**src/rtl/mult_pkg.sv**
```systemverilog
// Shared definitions for the multiplier arbiter.
//   NREQ_DEFAULT : default number of requesters sharing the multiplier
//   W_DEFAULT    : default operand width (product width is 2*W)
//   state_t      : arbiter FSM state encoding
package mult_pkg;

    localparam int unsigned NREQ_DEFAULT = 4;
    localparam int unsigned W_DEFAULT    = 8;

    typedef enum logic {
        StIdle = 1'b0,
        StMul  = 1'b1
    } state_t;

endpackage

```
**src/rtl/multiplier8.sv**
```systemverilog
// Combinational unsigned multiplier.
//   a : input  W    operand A
//   b : input  W    operand B
//   p : output 2*W  full-width unsigned product a*b
module multiplier8 #(
    parameter int unsigned W = 8
) (
    input  logic [W-1:0]   a,
    input  logic [W-1:0]   b,
    output logic [2*W-1:0] p
);

    // Widen both operands so the product is computed at full width.
    assign p = {{W{1'b0}}, a} * {{W{1'b0}}, b};

endmodule

```
**src/rtl/mult_arbiter.sv**
```systemverilog
// Round-robin arbiter sharing one multiplier8 among NREQ requesters.
// Each transaction takes two cycles: IDLE captures the winner's operands and
// pulses gnt, MUL registers the product and pulses done.
//   clk   : input  1       rising-edge clock
//   rst_n : input  1       asynchronous active-low reset
//   req   : input  NREQ    level requests
//   a_in  : input  NREQ*W  packed operand A, requester i at [i*W +: W]
//   b_in  : input  NREQ*W  packed operand B, same packing
//   gnt   : output NREQ    one-hot operand-capture pulse
//   done  : output NREQ    one-hot product-valid pulse
//   p_out : output 2*W     registered product, held between transactions
//   busy  : output 1       high while not in IDLE
module mult_arbiter
    import mult_pkg::*;
#(
    parameter int unsigned NREQ = NREQ_DEFAULT,
    parameter int unsigned W    = W_DEFAULT
) (
    input  logic                clk,
    input  logic                rst_n,
    input  logic [NREQ-1:0]     req,
    input  logic [NREQ*W-1:0]   a_in,
    input  logic [NREQ*W-1:0]   b_in,
    output logic [NREQ-1:0]     gnt,
    output logic [NREQ-1:0]     done,
    output logic [2*W-1:0]      p_out,
    output logic                busy
);

    localparam int unsigned IW = (NREQ > 1) ? $clog2(NREQ) : 1;
    localparam logic [IW:0] NREQ_W = (IW + 1)'(NREQ);
    localparam logic [NREQ-1:0] ONE_HOT0 = {{(NREQ - 1){1'b0}}, 1'b1};

    state_t          state_q, state_d;
    logic [IW-1:0]   ptr_q, ptr_d;
    logic [IW-1:0]   win_idx_q, win_idx_d;
    logic [W-1:0]    op_a_q, op_a_d;
    logic [W-1:0]    op_b_q, op_b_d;
    logic [NREQ-1:0] gnt_q, gnt_d;
    logic [NREQ-1:0] done_q, done_d;
    logic [2*W-1:0]  p_q, p_d;
    logic [2*W-1:0]  prod;

    logic [IW-1:0]   win;
    logic            found;
    logic [IW:0]     pos;

    multiplier8 #(
        .W (W)
    ) u_mult (
        .a (op_a_q),
        .b (op_b_q),
        .p (prod)
    );

    // First set request at or above ptr, wrapping modulo NREQ. pos is one bit
    // wider than ptr so ptr+off never overflows before the modulo fold.
    always_comb begin
        win   = ptr_q;
        found = 1'b0;
        pos   = '0;
        for (int unsigned off = 0; off < NREQ; off++) begin
            pos = {1'b0, ptr_q} + (IW + 1)'(off);
            if (pos >= NREQ_W) begin
                pos = pos - NREQ_W;
            end
            if (!found && req[pos[IW-1:0]]) begin
                found = 1'b1;
                win   = pos[IW-1:0];
            end
        end
    end

    always_comb begin
        state_d   = state_q;
        ptr_d     = ptr_q;
        win_idx_d = win_idx_q;
        op_a_d    = op_a_q;
        op_b_d    = op_b_q;
        gnt_d     = '0;
        done_d    = '0;
        p_d       = p_q;
        unique case (state_q)
            StIdle: begin
                if (found) begin
                    op_a_d    = a_in[win*W +: W];
                    op_b_d    = b_in[win*W +: W];
                    gnt_d     = ONE_HOT0 << win;
                    win_idx_d = win;
                    state_d   = StMul;
                end
            end
            StMul: begin
                // req and operand inputs are deliberately ignored here.
                p_d     = prod;
                done_d  = ONE_HOT0 << win_idx_q;
                ptr_d   = (win_idx_q == IW'(NREQ - 1)) ? '0 : win_idx_q + 1'b1;
                state_d = StIdle;
            end
            default: begin
                state_d = StIdle;
            end
        endcase
    end

    always_ff @(posedge clk or negedge rst_n) begin
        if (!rst_n) begin
            state_q   <= StIdle;
            ptr_q     <= '0;
            win_idx_q <= '0;
            op_a_q    <= '0;
            op_b_q    <= '0;
            gnt_q     <= '0;
            done_q    <= '0;
            p_q       <= '0;
        end else begin
            state_q   <= state_d;
            ptr_q     <= ptr_d;
            win_idx_q <= win_idx_d;
            op_a_q    <= op_a_d;
            op_b_q    <= op_b_d;
            gnt_q     <= gnt_d;
            done_q    <= done_d;
            p_q       <= p_d;
        end
    end

    assign gnt   = gnt_q;
    assign done  = done_q;
    assign p_out = p_q;
    assign busy  = (state_q != StIdle);

endmodule

```
**config.mk**
```make
export PLATFORM = sky130hd
export DESIGN_NAME = mult_arbiter
export DESIGN_NICKNAME = d
export VERILOG_FILES = /design/src/rtl/mult_pkg.sv /design/src/rtl/multiplier8.sv /design/src/rtl/mult_arbiter.sv
export SDC_FILE = /design/constraint.sdc
export NUM_CORES = 1
export LEC_CHECK = 0
export ABC_AREA = 1
export BUFFER_PORTS_ARGS = -buffer_cell sky130_fd_sc_hd__clkbuf_2
export CAP_MARGIN = 25
export CORE_MARGIN = 1
export CORE_UTILIZATION = 35
export DETAILED_ROUTE_END_ITERATION = 6
export PLACE_DENSITY_LB_ADDON = 0.2
export SYNTH_ARGS = -nofsm -noshare
export SYNTH_HDL_FRONTEND = slang
export SYNTH_HIERARCHICAL = 1
export SYNTH_SLANG_ARGS = --single-unit
```
**constraint.sdc**
```tcl
create_clock -name clk -period 7.3 [get_ports clk]
set_input_delay 0.365 -clock clk [delete_from_list [all_inputs] [get_ports clk]]
set_output_delay 0.365 -clock clk [all_outputs]
set_load 0.02 [all_outputs]
```
# After elaboration in Yosys (flattened, before gate mapping)
# Cells that the tools add are included.
[word_totals] regBits=45 input_bits=70 output_inout_bits=25 wordCells=64
[classes] n_addsub=8 multipliers=1 magnitude_cmp=8 eq_ne=1 shift=4 mux=26 n_bitwise=1 reduce_logical=7
[ops] op="32-bit by 6-bit indexed part select with 8-bit output" n=2
[ops] op="2-bit two-way mux" n=9
[ops] op="8-bit by 8-bit multiplier with 16-bit output" n=1
[ops] op="2-bit by 3-bit less-than comparator with 1-bit output (second input constant)" n=4
[ops] op="4-bit two-way mux" n=3
[ops] op="3-bit greater-or-equal comparator (second input constant)" n=3
[ops] op="1-bit two-way mux" n=9
[ops] op="1-bit binary-select mux with 2-bit select" n=4
[ops] op="1-bit by 2-bit << shifter with 4-bit output (first input constant)" n=2
[ops] op="2-bit by 1-bit subtractor with 2-bit output (second input constant)" n=4
[ops] op="2-bit by 2-bit adder with 3-bit output (second input constant)" n=2
[ops] op="2-bit by 1-bit adder with 3-bit output (second input constant)" n=1
[ops] op="2-bit by 3-bit greater-or-equal comparator with 1-bit output (second input constant)" n=1
[ops] op="1-bit logical AND" n=3
[ops] op="1-bit zero test" n=3
[ops] op="2-bit by 1-bit adder with 2-bit output (second input constant)" n=1
[ops] op="2-bit == test (second input constant)" n=1
[ops] op="1-bit case mux with 2 select lines" n=1
[ops] op="2-bit AND reduction" n=1
[ops] op="1-bit NOT" n=1

# Logic depth before layout (Yosys ltp)
[logic_depth] depth_word=17 depth_mapped=22 ltp_nobuf=21

# By module
# The synthesis kept the hierarchy.
[modules_own_cells] module="mult_arbiter" n_inst=1 cells_per_inst=396 area_per_inst_um2=2658.8 seq_area_each_um2=1126.1
[modules_own_cells] module="multiplier8" n_inst=1 cells_per_inst=375 area_per_inst_um2=2411.1 seq_area_each_um2=0.0

# Least setup slack after synthesis
# OpenSTA, ideal clock, no wires.
[synth_path] path_kind="register to register" start="reg op_b_q[7]" end="reg p_q[11] (netlist: p_out[11])" setup_ns=0.117 arrival_time_ns=3.769 required_ns=7.183 path_slack_ns=3.414 path_stages_with_launch=21 path_buffers=1 period_less_slack_ns=3.886 cell_sequence="dfrtp_1 -> clkbuf_1 -> nand2_1 -> fa_1 -> fa_1 -> inv_1 -> fa_1 -> inv_1 -> fa_1 -> inv_1 -> ha_1 -> nand2_1 -> inv_2 -> nand2_2 -> inv_1 -> nand2_1 -> nand3_1 -> nand2_1 -> nand2_1 -> nand2_1 -> nand2_1"
[synth_via] elab_chain_len=1
[synth_lines] element="start, declared" line_no="mult_arbiter.sv:38" source="logic [W-1:0] op_b_q, op_b_d;"
[synth_lines] element="start signal, assigned" line_no="mult_arbiter.sv:121" source="op_b_q <= op_b_d;"
[synth_lines] element="8-bit by 8-bit multiplier with 16-bit output" line_no="multiplier8.sv:14" source="assign p = {{W{1'b0}}, a} * {{W{1'b0}}, b};"
[synth_lines] element="net prod[11]" line_no="mult_arbiter.sv:42" source="logic [2*W-1:0] prod;"
[synth_lines] element="end signal, assigned" line_no="mult_arbiter.sv:124" source="p_q <= p_d;"
[synth_lines] element="end, declared" line_no="mult_arbiter.sv:41" source="logic [2*W-1:0] p_q, p_d;"
# The timed path passes the listed nets, and every way through them passes these cells.
# A chain may end at the register's enable or synchronous reset.

# Worst setup path in the final report
[layout_path] start="reg op_a_q[0]" end="reg p_q[14] (netlist: p_out[14])"
[layout_via] elab_chain_len=1
[layout_lines] element="start, declared" line_no="mult_arbiter.sv:37" source="logic [W-1:0] op_a_q, op_a_d;"
[layout_lines] element="start signal, assigned" line_no="mult_arbiter.sv:120" source="op_a_q <= op_a_d;"
[layout_lines] element="8-bit by 8-bit multiplier with 16-bit output" line_no="multiplier8.sv:14"
[layout_lines] element="net prod[14]" line_no="mult_arbiter.sv:42"
# The timed path passes the listed nets, and every way through them passes these cells.

==> results.py <==
metrics = {
    "logic_synthesis": {
        "synth_cell_types": 25,
        "syn_nets": 917,
        "syn_area_um2": 5070,
        "syn_avg_cell_area_um2": 6.58,
        "ys_seq_area_share_pct": 22.2,
        "yosysWarnings": 6,
        "syn_inst": 771,
        "synth_seq_cells": 45,
        "synthTopCellsByArea": "nand2_1 (27%), dfrtp_1 (22%), fa_1 (14%), inv_1 (9.9%), ha_1 (9.9%)",
        "synth.largest_area_cell": "nand2_1",
        "synth_top_cell_area_share_pct": 26.7,
    },
    "floorplanning": {
        "start_util_pct": 36.2,
        "die_x_um": 122,
        "io_pins": 95,
        "die_h_um": 122,
        "row_count": 43,
        "dieArea_um2": 15000,
        "core-area_um2": 14000,
    },
    "finish": {
        "final_common_cell": "nand2_1",
        "nets": 987,
        "area_delta_synth_final_pct": 14.2,
        "final_cell_mix": "nand2_1 (361), inv_1 (134), clkbuf_2 (94)",
        "insertedDiodeCount": 0,
        "drive_above_1_share_pct": 16.4,
    },
    "critical_path": {
        "cp-end-kind": "flip-flop",
        "timing.rr.end": "p_out[14]",
        "crit_type": "reg2reg",
        "cp_max_fo": 9,
        "critPathArrivalTime_ns": 4.22,
        "cp.required_ns": 7.48,
        "ff2ff_path_depth": 19,
        "worstReg2RegStart": "op_a_q[0]",
        "r2r_slack_ns": 3.26,
        "start_kind": "flip-flop",
    },
    "status": {
        "status": "finished, final reports clean",
    },
    "grt": {
        "antenna_found_initial": 0,
        "grt_overflow_total": 0,
        "use_met2_pct": 25.7,
        "grt_pass1_vias": 4274,
        "top_usage_layer": "met2",
        "grt_max_degree": 46,
        "met3_usage_pct": 2.04,
        "grt_usage_pct": 16.2,
        "grt_pass1_wl_um": 19700,
        "met1_usage_pct": 23.8,
    },
    "sta": {
        "post-route-period-util_pct": 55.3,
        "clock_skew_ns": 0.0116,
        "rsz0062_at_grt": "false",
        "setup_viol": 0,
        "tns_ns": 0,
        "worst_slew_pin_slew_ns": 0.748,
        "hold_viol_final": 0,
        "slew_viol_final": 0,
        "fin_crit_ns": 4.04,
        "slew_headroom_pct": 50.1,
        "fmaxAchievable_mhz": 248,
    },
    "clock_tree": {
        "cts-root-buf": "clkbuf_16",
        "numCtsBuffers": 5,
        "cts_setup_buffers": 0,
        "postCtsHoldBufs": 0,
        "cts.repair.resized": 0,
        "cts_tree": "built",
        "clk_latency_ns": 0.29,
        "clk_pin_slew_ns": 0.07,
        "cts_sinks": 45,
        "clockBufferDepth": 2,
        "htreeDepth": 2,
    },
    "drt": {
        "vias": 4486,
        "vias_per_cell": 4.39,
        "wl_um": 11100,
        "ant_nets": 0,
        "wl_per_cell_um": 10.8,
        "drtIter0Drc": 276,
        "dr.pass1.iters": 5,
        "drcViolationCount": 0,
    },
    "min_path": {
        "worstHoldPathType": "in2async",
    },
    "placed_design": {
        "port_buffers": 94,
        "post-dp-hpwl_um": 8940,
        "gp_congestion": 0.823,
    },
    "run": {
        "drv_cap": 0,
    },
}
-- worst max-delay path, cell delays in order, from the launching register on --
cell     delay [ns]
dfrtp_1        0.52
nand2_1        0.13
fa_1           0.53
fa_1           0.54
inv_1          0.05
fa_1           0.53
inv_1          0.05
fa_1           0.52
inv_1          0.04
ha_1           0.35
nand2_1        0.08
nand2_1        0.06
nand2_1        0.08
nand2_2        0.06
nand2_1        0.08
nand3_1        0.08
nand2_1        0.06
nand2_1        0.04
nand2_1        0.06
nand2_1        0.06
-- sequential cells by signal (all words and copies together) (netlist names) --
register	count
p_out	16
op_a_q	8
op_b_q	8
done	4
gnt	4
ptr_q	2
win_idx_q	2
busy	1
-- final cells by class --
type	instances	area (µm²)
fill	1532	8200
multi-input combinational	550	3250
sequential	45	1130
inverter	144	541
timing repair buffer	95	478
tap	180	225
clock buffer	5	125
clock inverter	3	47.5
-- layer usage --
layer | wire [µm] | part of all wire [%]
met1 | 5780 | 52
met2 | 4800 | 43
met3 | 425 | 3.8
met4 | 50 | 0.45
met5 | 0 | 0
-- per-stage QoR --
| stage | cells | setup slack (ns) | instance area (µm²) | util [%] | hold slack (ns) |
|---|---|---|---|---|---|
| 2_1_floorplan | 771 | 3.41 | 5070 | - | 0.0694 |
| 3_3_place_gp | 1014 | 3.28 | 5620 | 40.1 | 0.454 |
| 3_5_place_dp | 1014 | 3.22 | 5620 | 40.1 | 0.459 |
| 4_1_cts | 1022 | 3.22 | 5790 | 41.4 | 0.175 |
| 5_1_grt | 1022 | 2.93 | 5790 | 41.4 | 0.196 |
| 6_report | 1022 | 3.26 | 5790 | 41.4 | 0.152 |
-- kinds of logic (layout without fill, tap and decap cells) --
group | after synthesis | in the layout | share of synthesized area [%]
AOI/OAI and AO/OA | 8 | 8 | 0.790
xor gates and xnor gates | 7 | 7 | 1.21
adders and majority gates | 76 | 76 | 24.1
buffers and inverters | 176 | 247 | 13.8
DFF | 45 | 45 | 22.2
and+or+nand+nor | 459 | 459 | 37.9
-- worst max path at each step --
stage,start,to,slack [ns],cells past startpoint
finish,op_a_q[0],p_out[14],3.26,19
global route,op_a_q[0],p_out[12],2.93,19
CTS,op_a_q[0],p_out[15],3.22,19
detailed placement,op_a_q[0],p_out[15],3.22,19
global placement,op_a_q[0],p_out[11],3.28,19
floorplan,op_b_q[7],p_out[11],3.41,20
-- Yosys cell counts (all sizes together) --
cell type / n
buf: 13
o21ai: 3
inv: 142
dfrtp: 45
fa: 36
nand2: 377
nand4: 9
nor2: 14
clkinv: 2
clkbuf: 19
xor2: 6
nand3: 59
ha: 40
a21oi: 5
xnor2: 1
Power is not shown: default switching activity piles up to over one toggle a cycle in this logic, so the estimate is an artifact.
